$ cat config.mk
export PLATFORM = sky130hd
export DESIGN_NAME = instr_fetch
export DESIGN_NICKNAME = d
export VERILOG_FILES = /design/src/rtl/instr_fetch.sv
export SDC_FILE = /design/constraint.sdc
export NUM_CORES = 1
export LEC_CHECK = 0
export BUFFER_PORTS_ARGS = -buffer_cell sky130_fd_sc_hd__buf_4
export CAP_MARGIN = 20
export CORE_ASPECT_RATIO = 0.5
export CORE_MARGIN = 2
export CORE_UTILIZATION = 40
export CTS_CLUSTER_SIZE = 10
export DETAILED_ROUTE_END_ITERATION = 8
export PLACE_DENSITY = 0.81
export SETUP_SLACK_MARGIN = 0.4
export SLEW_MARGIN = 0
export SYNTH_ARGS = -nofsm -noshare
export SYNTH_HDL_FRONTEND = slang
export SYNTH_SLANG_ARGS = --single-unit
$ cat constraint.sdc
create_clock -name clk -period 4.7 [get_ports clk]
set_input_delay 0.94 -clock clk [delete_from_list [all_inputs] [get_ports clk]]
set_output_delay 0.94 -clock clk [all_outputs]
set_load 0.05 [all_outputs]
$ cat src/rtl/instr_fetch.sv
// Fetch stage: holds the PC, fetches one instruction at a time over a req/ack
// handshake, holds it across stalls, redirects on branches and counts retires.
module instr_fetch #(
  parameter logic [31:0] RESET_PC = 32'h0000_0000
) (
  input  logic        clk,
  input  logic        reset,
  input  logic        Stall,
  input  logic        PCSrc,
  input  logic [31:0] PCTarget,
  output logic        IMem_Req,
  output logic [31:0] IMem_Addr,
  input  logic        IMem_Ack,
  input  logic [31:0] IMem_RData,
  output logic [31:0] Instr,
  output logic        Instr_Valid,
  output logic [24:0] ImmExt_In,
  output logic [31:0] PC,
  output logic [31:0] PCPlus4,
  output logic        Misaligned,
  output logic [31:0] Retired
);

  localparam logic [31:0] NOP = 32'h0000_0013;

  typedef enum logic [1:0] {
    FETCH,
    EXEC,
    HALT
  } state_t;

  state_t      state;
  logic [31:0] next_pc;
  logic        bad_target;

  assign PCPlus4    = PC + 32'd4;
  assign next_pc    = PCSrc ? PCTarget : PCPlus4;
  assign bad_target = PCSrc && (PCTarget[1:0] != 2'b00);

  // NOTE: reset is gated in directly so the request drops the moment reset
  // asserts, rather than one clock later when the state register is cleared.
  assign IMem_Req  = (state == FETCH) && !reset;
  assign IMem_Addr = PC;
  assign ImmExt_In = Instr[31:7];

  // NOTE: all state lives in one clocked block using non-blocking assignments,
  // so every register sees the values from before this edge.
  always_ff @(posedge clk or posedge reset) begin
    if (reset) begin
      state       <= FETCH;
      PC          <= RESET_PC;
      Instr       <= NOP;
      Instr_Valid <= 1'b0;
      Misaligned  <= 1'b0;
      Retired     <= 32'd0;
    end else begin
      case (state)
        FETCH: begin
          if (IMem_Ack) begin
            Instr       <= IMem_RData;
            Instr_Valid <= 1'b1;
            state       <= EXEC;
          end
        end
        EXEC: begin
          if (!Stall) begin
            Retired     <= Retired + 32'd1;
            Instr_Valid <= 1'b0;
            if (bad_target) begin
              // The PC keeps pointing at the offending branch for debug.
              Misaligned <= 1'b1;
              state      <= HALT;
            end else begin
              PC    <= next_pc;
              state <= FETCH;
            end
          end
        end
        HALT: begin
          Instr_Valid <= 1'b0;
        end
        default: begin
          Instr_Valid <= 1'b0;
          state       <= HALT;
        end
      endcase
    end
  end

endmodule
# Yosys cells after proc, flatten, opt, wreduce, memory -nomap -nowiden

Index checks and enable logic that the tools add are counted.

Shifts and indexed selects: 0
Bitwise gates (word level): 3
Mux-type cells: 8
Div/mod/pow operators: 0
Order comparisons: 0
$add $sub $neg: 2
Reduce and logical (&&, ||, !) cells: 11
Multipliers: 0
Equality and inequality tests: 4

Operators by type and width:

| kind                  | number |
|---|---|
| $add 32x1->32 const B | 1 |
| $add 32x3->32 const B | 1 |
| $mux 32               | 1 |
| $reduce_and 3->1      | 3 |
| $mux 2                | 3 |
| $pmux 2 s3            | 1 |
| $reduce_and 2->1      | 3 |
| $ne 2x2->1 const B    | 2 |
| $not 1->1             | 3 |
| $eq 2x1->1 const B    | 1 |
| $eq 2x2->1 const B    | 1 |
| $logic_and 1x1->1     | 2 |
| $logic_not 2->1       | 1 |
| $mux 1                | 2 |
| $pmux 1 s2            | 1 |
| $reduce_bool 2->1     | 1 |
| $logic_not 1->1       | 1 |

Word-level logic and storage cells: 34
Bits of input ports: 69
Memory bits (writable): 0
Register bits: 100
Memories kept: 0
ROM bits: 0
Latch bits: 0
Output and inout port bits: 188

# Logic depth before layout (Yosys ltp)

Depth in word-level cells: 5
Depth in mapped cells: 8
Mapped depth without buffers: 6

# Worst setup path before layout

No wires, ideal clock.

Kind: register to output
From: register PC[4] (netlist: IMem_Addr[4])
To: output port PCPlus4[27]
Stages on the path, launching flop included: 7
Path slack: 0.678 ns
Data arrival time: 3.082 ns
Required time: 3.760 ns
Path buffers: 2
Path through: dfrtp_1 buf_2 nand3_1 or4_1 buf_2 or4_4 xnor2_1

Word-level cells in the longest chain between the ends: 1

RTL lines:

| item                   | RTL line | RTL |
|---|---|---|
| start, declared        | 18       | `output logic [31:0] PC,` |
| start signal, assigned | 74       | `PC <= next_pc;` |
| $add 32x3->32          | 36       | `assign PCPlus4 = PC + 32'd4;` |
| end, declared          | 19       | `output logic [31:0] PCPlus4,` |

No other way between the ends.

# Final worst setup path

From: register PC[7] (netlist: IMem_Addr[7])
To: output port PCPlus4[17]

Same word-level chain as after synthesis.

==> results.yml <==
synth:
  post_synth_xor_area_fraction_pct: 9.34
  yosysTopAreaCellShare_pct: 43.9
  synth_ff_type: "sky130_fd_sc_hd__dfrtp_1"
  netlist_top_cells_area: "sky130_fd_sc_hd__dfrtp_1, sky130_fd_sc_hd__buf_4, sky130_fd_sc_hd__mux2_2"
  library_cell_with_the_largest_summed_area_after_synthesis: "sky130_fd_sc_hd__dfrtp_1"
  post_synth_mux_area_share_pct: 6.70
  postSynthCellCount: 558
  ys_seq_elements: 100
  synthesis.nets: 629
  synth_top_family_by_area: "simple AND/OR/NAND/NOR gates"
  synth.cell_area_um2: 5530
  synth_simple_gate_area_share_pct: 16.2
  area_fraction_in_compound_gates_after_synthesis_pct: 10.9
  synth_adder_area_share_pct: 0.452
  synthesis.yosys.warnings: 0
  post_synth_edffs: 0
  asyncSetResetFlopFracSynth_pct: 100
  syn_area_per_cell_um2: 9.91
  part_of_the_yosys_area_used_for_sequential_elements_pct: 45.3
  yosysUniqueCellTypes: 54
place:
  pre_cts_slack_ps: 1300
  placement.io_buffers: 256
  hpwl_after_detailed_placement_um: 12100
  gp_routability_congestion: 0.864
worst_hold_path:
  min_delay_path_depth: 1
  hp-start: "Retired[31]$_DFFE_PP0P_"
  min-delay-path-class: "reg2reg"
sta:
  fin_crit_sh_pct: 82.6
  layout_min_cycle_time_ps: 3880
  worstMarginPinSlew_ps: 1160
  post-route-worst-setup-slack_ps: 817
  hold_violations: 0
  report.final.slew_viol_count: 0
  setup_viol: 0
  setup_tns_ps: 0
  max_freq_mhz: 258
  maxSlewHeadroom_pct: 21.7
  setup_repair_after_global_routing_missed_its_margin: "false"
  fin_worst_skew_ps: 17.9
floorplanning:
  io-pin-count: 257
  die_width_um: 170
  floorplan_core_area_um2: 13500
  floorplan.rows: 30
  die-area_um2: 14800
  floorplan.initialDensity_pct: 40.9
  dieHeight_um: 87.2
global_route:
  use_met1_pct: 27.6
  wire_length_of_the_first_global_routing_pass_um: 24900
  busiest_layer: "met2"
  gr-usage-all-layers_pct: 21.3
  globalRouteOverflowTotal: 0
  antenna_violations_before_repair: 0
  grt_use_met3_pct: 4.00
  vias_in_the_first_global_route: 4593
  grtUsageMet2_pct: 36.8
  maximum_number_of_pins_on_one_net_before_global_route_repair: 71
critical_path:
  critPathMaxStageDelay_ps: 970
  rr_startpoint: "IMem_Addr[7]$_DFFE_PP0P_"
  critPathCaptureType: "output port"
  worst-endpoint-required_ps: 3760
  crit_path_start_kind: "flip-flop"
  buffering_stage_count_on_the_worst_path_with_inverters_included: 1
  worst-path-max-fanout: 12
  critical_path.top_delay_family: "simple AND/OR/NAND/NOR gates"
  critical_path_startpoint: "IMem_Addr[7]$_DFFE_PP0P_"
  critPathArrivalTime_ps: 2940
  path_class: "reg2out"
  cp.depth: 6
  timing.critical_path.cells: "nand4_4, nor4_1, and3_1, nand2_1, xnor2_1, buf_4"
  reg2reg_depth: 5
  critical_path.slowest_cell: "sky130_fd_sc_hd__nor4_1"
outcome:
  outcome: "completed"
power:
  power_density_nw_per_um2: 671
  power.share.combinational_pct: 58.4
  leakagePower_nw: 3.66
  pwr-share-seq_pct: 27.1
  p_clk_share_pct: 14.5
  max-vdd-ir-drop_mv: 0.307
  p_sw_share_pct: 53.7
  power_report.internal_total_mw: 2.32
  power_switching_mw: 2.69
detailed_routing:
  via_count: 4955
  ant_nets: 0
  routed_wirelength_um: 16400
  avg_vias_per_cell: 5.36
  detailedRoute.firstPassIterationCount: 5
  drt_drc_violations_left: 0
  detail_route.wl_per_cell_um: 17.7
  detail_route.iter0.violations: 463
clock_tree:
  htree_num_levels: 3
  numCtsBuffers: 9
  hold_buf_cts: 0
  cts.reportedPaths.clkPinSlew_ps: 70
  post_cts_resize_count: 0
  clock_insertion_delay_worst_skew_ps: 350
  cts.sinks: 100
  clockRootBuffer: "sky130_fd_sc_hd__clkbuf_16"
  clock_tree.buffer_depth: 2
  postCtsSetupRepairBufs: 0
  tritoncts_clock_tree: "yes"
layout:
  antenna-diode-count: 0
  final_cell_mix: "sky130_fd_sc_hd__buf_4, sky130_fd_sc_hd__dfrtp_1, sky130_fd_sc_hd__xnor2_1, sky130_fd_sc_hd__nor2_1, sky130_fd_sc_hd__nand2_1"
  multi_input_comb_area_um2: 2420
  area.sequential_um2: 2510
  number_of_filler_cells_placed_in_the_layout: 1195
  post-route-util_pct: 55.2
  fin_nets: 814
  area_growth_pct: 34.9
  final_layout_size_suffix_gt1_share_pct: 42.6
  layout_commonest_cell: "sky130_fd_sc_hd__buf_4"
job:
  timing.max_cap.violations: 0
==> through the flow <==
| stage | power, mW | cells | hold slack [ps] | area [µm²] |
|---|---|---|---|---|
| floorplan | 3.61 | 558 | 599 | 5530 |
| global placement | 4.27 | 908 | 460 | 7180 |
| detailed placement | 4.31 | 908 | 473 | 7180 |
| CTS | 5.03 | 924 | 484 | 7460 |
| global route | 5.20 | 924 | 502 | 7460 |
| finish | 5.01 | 924 | 487 | 7460 |
==> flip-flops by register name, indices dropped and copies added (netlist names) <==
register     cells
Instr_Valid      1
IMem_Addr       32
state            2
Misaligned       1
Instr           32
Retired         32
==> routing by layer <==
metal  part of all wire, %  vias up
met1                    41     2439
met2                    51      186
met4                   2.5        0
met5                     0        -
li1                      -     2293
met3                   5.1       37
==> final timing paths <==
check	slack, ps	to
worst max-delay path	820	PCPlus4[17]
worst min-delay path	490	Retired[31]$_DFFE_PP0P_
worst max register to register	2040	IMem_Addr[25]$_DFFE_PP0P_
worst min register to register	490	Retired[31]$_DFFE_PP0P_
max in group asynchronous	2950	IMem_Addr[22]$_DFFE_PP0P_
min in group asynchronous	780	Instr[15]$_DFFE_PP0P_
==> synth_stat cells (8+ instances only) <==
master / number
sky130_fd_sc_hd__dfrtp_1: 97
sky130_fd_sc_hd__buf_4: 60
sky130_fd_sc_hd__xnor2_1: 38
sky130_fd_sc_hd__nor2_1: 36
sky130_fd_sc_hd__nand2_1: 35
sky130_fd_sc_hd__mux2_2: 32
sky130_fd_sc_hd__nand3_1: 31
sky130_fd_sc_hd__clkbuf_1: 26
sky130_fd_sc_hd__xor2_1: 21
sky130_fd_sc_hd__a21oi_1: 19
sky130_fd_sc_hd__o21ai_0: 17
sky130_fd_sc_hd__nand4_1: 16
sky130_fd_sc_hd__inv_1: 14
sky130_fd_sc_hd__o22ai_1: 14
sky130_fd_sc_hd__and3_1: 13
sky130_fd_sc_hd__nor3_1: 9
sky130_fd_sc_hd__and4_1: 8
==> cell type report <==
cell class / count / area share, %
Clock buffer: 10 / 3.07
Tap cell: 176 / 2.95
Sequential cell: 100 / 33.6
Inverter: 14 / 0.738
Multi-Input combinational cell: 355 / 32.4
Clock inverter: 6 / 0.771
Timing Repair Buffer: 263 / 26.5
==> logic make-up (layout without fill, tap and decap cells) <==
family | count (synthesis) | in the layout
xor+xnor | 59 | 59
compound gates | 90 | 90
fa+ha+maj | 2 | 2
flops | 100 | 100
mux | 33 | 33
buf+inv | 103 | 293
simple gates | 171 | 171
==> power groups by stage <==
stage          Clock (mW)  Sequential, mW  Combinational [mW]
2_1_floorplan           0            2.09                1.52
3_3_place_gp            0            1.35                2.92
3_5_place_dp            0            1.37                2.94
4_1_cts             0.734            1.36                2.94
5_1_grt             0.774            1.40                3.02
6_report            0.726            1.36                2.92
Note: power is estimated with default switching activity, not from simulation.
